File: config.mk
export PLATFORM = sky130hd
export DESIGN_NAME = ahb_slave_if
export DESIGN_NICKNAME = d
export VERILOG_FILES = /design/src/rtl/ahb_bridge_pkg.sv /design/src/rtl/ahb_addr_decode.sv /design/src/rtl/ahb_slave_if.sv
export SDC_FILE = /design/constraint.sdc
export NUM_CORES = 1
export LEC_CHECK = 0
export CAP_MARGIN = 40
export CORE_MARGIN = 2
export CORE_UTILIZATION = 39
export DETAILED_ROUTE_END_ITERATION = 8
export GPL_TIMING_DRIVEN = 0
export HOLD_SLACK_MARGIN = 0.06
export PLACE_DENSITY = 0.74
export SYNTH_ARGS = -nofsm -noshare
export SYNTH_HDL_FRONTEND = slang
export SYNTH_SLANG_ARGS = --single-unit
File: constraint.sdc
create_clock -name Hclk -period 1.4 [get_ports Hclk]
set_input_delay 0.28 -clock Hclk [delete_from_list [all_inputs] [get_ports Hclk]]
set_output_delay 0.28 -clock Hclk [all_outputs]
set_load 0.02 [all_outputs]
File: src/rtl/ahb_bridge_pkg.sv
// Shared constants, slave-interface state encoding and HTRANS helper for the AHB-to-APB bridge.
// No configuration macros are used in this file.
package ahb_bridge_pkg;

  localparam logic [1:0] HTRANS_IDLE   = 2'b00;
  localparam logic [1:0] HTRANS_BUSY   = 2'b01;
  localparam logic [1:0] HTRANS_NONSEQ = 2'b10;
  localparam logic [1:0] HTRANS_SEQ    = 2'b11;

  localparam logic [1:0] HRESP_OKAY  = 2'b00;
  localparam logic [1:0] HRESP_ERROR = 2'b01;

  localparam logic [31:0] DEF_BASE_ADDR = 32'h8000_0000;
  localparam logic [31:0] DEF_REGION_SZ = 32'h0400_0000;

  typedef enum logic [2:0] {
    SLV_IDLE  = 3'd0,
    SLV_WDATA = 3'd1,
    SLV_RDATA = 3'd2,
    SLV_ERR1  = 3'd3,
    SLV_ERR2  = 3'd4
  } slv_state_e;

  // BUSY is never a real transfer; SEQ is treated like NONSEQ.
  function automatic logic htrans_active(input logic [1:0] htrans);
    return (htrans == HTRANS_NONSEQ) || (htrans == HTRANS_SEQ);
  endfunction

endpackage

File: src/rtl/ahb_addr_decode.sv
// Combinational bridge address decode: window hit and one-hot peripheral region select.
// Shared with the bridge top for APB Psel generation.
module ahb_addr_decode
  import ahb_bridge_pkg::*;
#(
  parameter int                ADDR_W    = 32,
  parameter logic [ADDR_W-1:0] BASE_ADDR = ADDR_W'(DEF_BASE_ADDR),
  parameter logic [ADDR_W-1:0] REGION_SZ = ADDR_W'(DEF_REGION_SZ),
  parameter int                NUM_SEL   = 3
) (
  input  logic [ADDR_W-1:0]  i_addr,
  output logic               o_in_window,
  output logic [NUM_SEL-1:0] o_tempselx
);

  // One extra bit so the window size never wraps for a window ending at the top of the map.
  localparam logic [ADDR_W:0] REGION_W = (ADDR_W+1)'(REGION_SZ);
  localparam logic [ADDR_W:0] WINDOW_W = (ADDR_W+1)'(NUM_SEL) * REGION_W;

  logic [ADDR_W:0] w_offset;

  assign w_offset    = {1'b0, i_addr - BASE_ADDR};
  assign o_in_window = (i_addr >= BASE_ADDR) && (w_offset < WINDOW_W);

  always_comb begin
    o_tempselx = '0;
    for (int k = 0; k < NUM_SEL; k++) begin
      if (o_in_window &&
          (w_offset >= (ADDR_W+1)'(k) * REGION_W) &&
          (w_offset <  (ADDR_W+1)'(k + 1) * REGION_W))
        o_tempselx[k] = 1'b1;
    end
  end

endmodule

File: src/rtl/ahb_slave_if.sv
// AHB-side slave interface of the AHB-to-APB bridge: qualifies transfers, decodes the region,
// pipelines address/data/direction two deep. AHB_SLV_ERR_RESP_EN enables ERROR on unmapped hits.
//
// state | meaning
// IDLE  | no transfer in its data phase
// WDATA | write data phase in progress
// RDATA | read data phase in progress
// ERR1  | first ERROR cycle, wait state inserted via hready_err
// ERR2  | second ERROR cycle, transfer completes
module ahb_slave_if
  import ahb_bridge_pkg::*;
#(
  parameter int                ADDR_W    = 32,
  parameter int                DATA_W    = 32,
  parameter logic [ADDR_W-1:0] BASE_ADDR = ADDR_W'(DEF_BASE_ADDR),
  parameter logic [ADDR_W-1:0] REGION_SZ = ADDR_W'(DEF_REGION_SZ),
  parameter int                NUM_SEL   = 3
) (
  input  logic               Hclk,
  input  logic               Hresetn,
  input  logic               Hwrite,
  input  logic               Hreadyin,
  input  logic [1:0]         Htrans,
  input  logic [ADDR_W-1:0]  Haddr,
  input  logic [DATA_W-1:0]  Hwdata,
  output logic               valid,
  output logic [NUM_SEL-1:0] tempselx,
  output logic [ADDR_W-1:0]  Haddr1,
  output logic [ADDR_W-1:0]  Haddr2,
  output logic [DATA_W-1:0]  Hwdata1,
  output logic [DATA_W-1:0]  Hwdata2,
  output logic               Hwritereg,
  output logic               Hwritereg1,
  output logic               wdata_vld,
  output logic [1:0]         Hresp,
  output logic               hready_err
);

  slv_state_e r_state, w_state_nxt;
  logic       w_in_window;
  logic       w_active;
  logic       w_err_req;
  logic       r_wdata_vld;

  ahb_addr_decode #(
    .ADDR_W   (ADDR_W),
    .BASE_ADDR(BASE_ADDR),
    .REGION_SZ(REGION_SZ),
    .NUM_SEL  (NUM_SEL)
  ) u_decode (
    .i_addr     (Haddr),
    .o_in_window(w_in_window),
    .o_tempselx (tempselx)
  );

  assign w_active  = htrans_active(Htrans);
  assign valid     = Hreadyin && w_active && w_in_window;
  assign wdata_vld = r_wdata_vld;

`ifdef AHB_SLV_ERR_RESP_EN
  assign w_err_req  = Hreadyin && w_active && !w_in_window;
  assign Hresp      = ((r_state == SLV_ERR1) || (r_state == SLV_ERR2)) ? HRESP_ERROR : HRESP_OKAY;
  assign hready_err = (r_state != SLV_ERR1);
`else
  assign w_err_req  = 1'b0;
  assign Hresp      = HRESP_OKAY;
  assign hready_err = 1'b1;
`endif

  always_ff @(posedge Hclk or negedge Hresetn) begin
    if (!Hresetn) begin
      Haddr1     <= '0;
      Haddr2     <= '0;
      Hwdata1    <= '0;
      Hwdata2    <= '0;
      Hwritereg  <= 1'b0;
      Hwritereg1 <= 1'b0;
    end else if (Hreadyin) begin
      Haddr1     <= Haddr;
      Haddr2     <= Haddr1;
      Hwdata1    <= Hwdata;
      Hwdata2    <= Hwdata1;
      Hwritereg  <= Hwrite;
      Hwritereg1 <= Hwritereg;
    end
  end

  // Pulse lands together with the write data captured into Hwdata1.
  always_ff @(posedge Hclk or negedge Hresetn) begin
    if (!Hresetn) r_wdata_vld <= 1'b0;
    else          r_wdata_vld <= Hreadyin && (r_state == SLV_WDATA);
  end

  always_ff @(posedge Hclk or negedge Hresetn) begin
    if (!Hresetn) r_state <= SLV_IDLE;
    else          r_state <= w_state_nxt;
  end

  always_comb begin
    w_state_nxt = r_state;
    case (r_state)
      SLV_IDLE, SLV_WDATA, SLV_RDATA: begin
        if (valid)          w_state_nxt = Hwrite ? SLV_WDATA : SLV_RDATA;
        else if (w_err_req) w_state_nxt = SLV_ERR1;
        else if (Hreadyin)  w_state_nxt = SLV_IDLE;
      end
      // Error cycles self-time: hready_err pulls the bus ready low during ERR1.
      SLV_ERR1: w_state_nxt = SLV_ERR2;
      SLV_ERR2: w_state_nxt = SLV_IDLE;
      default:  w_state_nxt = SLV_IDLE;
    endcase
  end

endmodule

-- Word level (Yosys, flattened, before mapping)
Index checks and enable logic that the tools add are counted.
- register bits after elaboration: 134
- input port bits: 70
- add/sub/neg operators: 1
- magnitude comparators: 7
- eq/ne operators: 6
- muxes and demuxes: 7
- reductions and logical operators: 13
- operators by type and width (cell ; count):
    $lt 32x28->1 const B ; 2
    $ge 32x1->1 const B ; 1
    $ge 32x27->1 const B ; 1
    $ge 32x28->1 const B ; 1
    $ge 32x32->1 const B ; 1
    $lt 32x27->1 const B ; 1
    $sub 32x32->32 const B ; 1
    $logic_and 1x1->1 ; 10
    $eq 3x2->1 const B ; 2
    $mux 3 ; 2
    $pmux 3 s2 ; 1
    $eq 2x2->1 const B ; 2
    $eq 3x1->1 const B ; 1
    $logic_not 3->1 ; 1
    $mux 1 ; 3
    $ne 3x3->1 const B ; 1
    $reduce_or 3->1 ; 1
    $mux 2 ; 1
    $logic_or 1x1->1 ; 1

-- Depth between registers and ports, before layout
- depth in word-level cells: 6
- depth in mapped cells: 5
- gate-level depth less buffers: 3

-- Cells and area by module
Synthesis repeated with hierarchy kept, for this count alone.
- cell total of the unflattened synthesis: 300
- area, all modules: 5215.0 µm²
- modules (own cells, without submodules) (module ; times used ; cells each ; area an instance (µm²)):
    ahb_slave_if ; 1 ; 295 ; 5166.2
    ahb_addr_decode ; 1 ; 5 ; 48.8

-- Least setup slack after synthesis
Ideal clock, no wire load.
- kind: input to output
- start point: in Haddr[29]
- end point: out tempselx[1]
- data arrival time: 1378 ps
- required time: 1120 ps
- slack: -258 ps
- cell stages on the path: 2
- cells stage by stage: or4b_4 -> nor3b_1
- word-level cells in the longest chain between the ends: 6
- ends and longest elaborated chain (what ; line ; text):
    from (decl) ; ahb_slave_if.sv:24 ; input logic [ADDR_W-1:0] Haddr,
    $sub 32x32->32 ; ahb_addr_decode.sv:22 ; assign w_offset = {1'b0, i_addr - BASE_ADDR};
    $lt 32x28->1 ; ahb_addr_decode.sv:23 ; assign o_in_window = (i_addr >= BASE_ADDR) && (w_offset < WINDOW_W);
    $logic_and 1x1->1 ; ahb_addr_decode.sv:23 ;
    $logic_and 1x1->1 ; ahb_addr_decode.sv:28 ; if (o_in_window &&
    $logic_and 1x1->1 (*) ; ahb_addr_decode.sv:29 ; (w_offset >= (ADDR_W+1)'(k) * REGION_W) &&
    $mux 1 (*) ; ahb_addr_decode.sv:28 ;
    to (decl) ; ahb_slave_if.sv:27 ; output logic [NUM_SEL-1:0] tempselx,
Mark *: on every way between the ends. The rest lies on a longest branch, timed or not.

-- Worst setup path after layout
- start point: in Haddr[29]
- end point: out valid
- word-level cells in the longest chain between the ends: 4
- ends and longest elaborated chain (what ; line ; text):
    $sub 32x32->32 ; ahb_addr_decode.sv:22 ;
    $lt 32x28->1 ; ahb_addr_decode.sv:23 ;
    $logic_and 1x1->1 (*) ; ahb_addr_decode.sv:23 ;
    $logic_and 1x1->1 (*) ; ahb_slave_if.sv:57 ; assign valid = Hreadyin && w_active && w_in_window;
    to (decl) ; ahb_slave_if.sv:26 ; output logic valid,
Marks and branches as above.

==> flow_summary.toml <==
[yosys]
synth_xor_area_share_pct = 0
synth_seq_cells = 134
synthAdderAreaFrac_pct = 0
syn_area_um2 = 5030
avgSynthCellArea_um2 = 16.7
synth_edf_count = 0
synthArstFlopShare_pct = 100
syn_inst = 301
yosys-top-cells-count = "134 x dfrtp_1, 130 x mux2_2, 14 x buf_2"
synth.most_common_cell = "dfrtp_1"
ys_warn_count = 0
synth_area_leaders = "dfrtp_1 67%, mux2_2 29%, buf_2 1.4%"
synthMuxAreaShare_pct = 29.1
synth_compound_area_share_pct = 0.473
synth_top_cell_area_share_pct = 66.7
ys_dominant_reg_cell = "dfrtp_1"
synth-simple-area-share_pct = 1.54
ys_seq_area_share_pct = 66.7
yosysTopAreaCell = "dfrtp_1"
synth_cell_types = 18
synth_top_family_by_area = "multiplexers"

[grt]
grt_max_degree = 71
antenna_found_initial = 0
grt_pass1_wl_um = 19400
grt_pass1_vias = 3655
track_usage_pct = 18.0
overflow = 0

[power_and_ir_drop]
vdd_drop_max_uv = 830
cellPowerDensity_nw_per_um2 = 1490
finalPower_mw = 11.5
total_leakage_power_nw = 3.42

[placement]
place_congestion = 0.714
io_buffers = 202
place_area_um2 = 7320
post-dp-hpwl_um = 8440

[run_status]
violations = "negative setup slack"
status = "complete, but fails checks"

[timing]
fin_ws_ns = -0.330
finalSetupViolations = 4
fin_skew_ns = 0.00318
timing.final.hold_violations = 0
min_period_ns = 1.73
final_max_slew_viol_count = 0
worst_pin_slew_ns = 0.613
setup-tns-final_ns = -1.17
post-route-period-util_pct = 124
rsz0062_at_grt = "true"
slew_headroom_pct = 59.2
fmax_mhz = 578

[cts]
cts-root-buf = "clkbuf_16"
cts_htree_levels = 4
clk_path_buf_depth = 2
insertion_delay_ns = 0.41
cts_tree = "done"
clock-sinks = 134
cts_made_buffers = 17
clk_pin_slew_ns = 0.05

[route]
wirelength_um = 11800
drc = 0
via_count = 3325
drtAntennaViolNets = 0
via_per_inst = 4.66
wl_per_cell_um = 16.5
initialDrtViolationCount = 107
firstDrtPassIters = 4

[worst_setup_path]
reg2reg_depth = 3
slowest_stage = "or4b_4"
worstSetupStartpointType = "input pin"
cp_max_fo = 3
path_class = "in2out"
cp.arrival_ns = 1.45
end_kind = "output port"
path_cells = "buf_6 -> or4b_4 -> a211o_1 -> nor2_4 -> buf_6"
cp_common_cell = "buf_6"
worstPathRequired_ns = 1.12
crit_path_max_incr_delay_ns = 0.56

[floorplanning]
dieArea_um2 = 13800
core_area_um2 = 12600
rows = 41
die_height_um = 118
fp.dieW_um = 118
io-pin-count = 208
start_util_pct = 39.9

[worst_hold_path]
hold_class = "in2reg"
min_path_cells = 2

[job]
drv_cap = 0

[final_layout]
fin_nets = 599
drive_gt1_share_pct = 55.2
insertedDiodeCount = 0
final_area_um2 = 7690
syn_to_final_growth_pct = 53.0
[worst paths after layout]
check	startpoint	endpoint	slack (ns)
hold reg to reg	r_state[2]$_DFFE_PN0P_	wdata_vld$_DFF_PN0_	0.47
min in group asynchronous	Hresetn	Hwdata2[31]$_DFFE_PN0P_	0.42
setup / recovery	Haddr[29]	valid	-0.33
setup reg to reg	r_state[0]$_DFFE_PN0P_	r_state[0]$_DFFE_PN0P_	0.39
hold / removal	Haddr[29]	Haddr1[29]$_DFFE_PN0P_	0.11
max in group asynchronous	Hresetn	Hwdata1[5]$_DFFE_PN0P_	0.24
[per-layer routing]
| layer | share of wire [%] | wire length (µm) | track usage [%] | vias up |
|---|---|---|---|---|
| li1 | - | - | - | 1515 |
| met4 | 2.3 | 274 | 8.06 | 0 |
| met2 | 51 | 6020 | 30.3 | 126 |
| met5 | 0 | 0 | 0 | - |
| met3 | 8.0 | 943 | 7.70 | 17 |
| met1 | 39 | 4560 | 19.9 | 1667 |
[worst max-delay path, delay by kind of cell]
family / cells / cell delay (ns)
buffers and inverters: 2 / 0.21
and+or+nand+nor: 2 / 0.65
AOI/OAI and AO/OA: 1 / 0.30
[stage by stage]
stage	utilization [%]	hold WS [ns]	instances	setup slack [ns]
2_1_floorplan	-	-0.0156	302	-0.162
3_3_place_gp	57.8	0.436	676	-5.01
3_5_place_dp	58.0	0.309	677	-1.21
4_1_cts	63.4	0.0879	713	-0.386
5_1_grt	61.0	0.0847	714	-0.359
6_report	61.0	0.106	714	-0.330
[area by class of cell]
class,instances,area (µm²)
inverters,2,7.51
repair buffers,208,1790
clock buffers,23,478
clock inverters,9,148
plain buffers,18,96.3
well taps,172,215
multi-input cells,148,1610
flip-flops and latches,134,3350
fillers,1042,4920
[logic make-up (layout without fill, tap and decap cells)]
group           Yosys count  in the layout
flops                   134            134
mux                     130            130
buf+inv                  20            260
simple gates             11             11
compound gates            4              4
other cells               2              3
[power by group]
group	switching [mW]	internal, mW
sequential	0.278	4.35
clock	1.54	3.11
combinational	1.15	1.04
total	2.97	8.49
[layout by cell type (no fill, tap or decap), types with 5 or more instances in the layout]
cell type / synthesis / routed
mux2_2: 130 / 130
buf_2: 14 / 24
clkbuf_2: 0 / 59
clkdlybuf4s15_1: 0 / 27
buf_4: 3 / 9
clkbuf_16: 0 / 17
buf_6: 0 / 5
dfrtp_1: 134 / 134
clkdlybuf4s50_1: 0 / 62
clkdlybuf4s15_2: 0 / 37
[state kept, by name, indices dropped and copies added (netlist names)]
register    cells
Hwdata2        32
Hwritereg       1
Hwdata1        32
Haddr2         32
Hwritereg1      1
wdata_vld       1
r_state         3
Haddr1         32
[timing repair]
item | in CTS | in global routing
endpoints found under the setup margin | 137 | 80
pin swaps | 3 | 3
resized for setup | 336 | 79
hold buffers | 1 | 0
setup buffers | 3 | 1
hold endpoints to repair | 64 | 0
(Power assumes the default switching activity.)
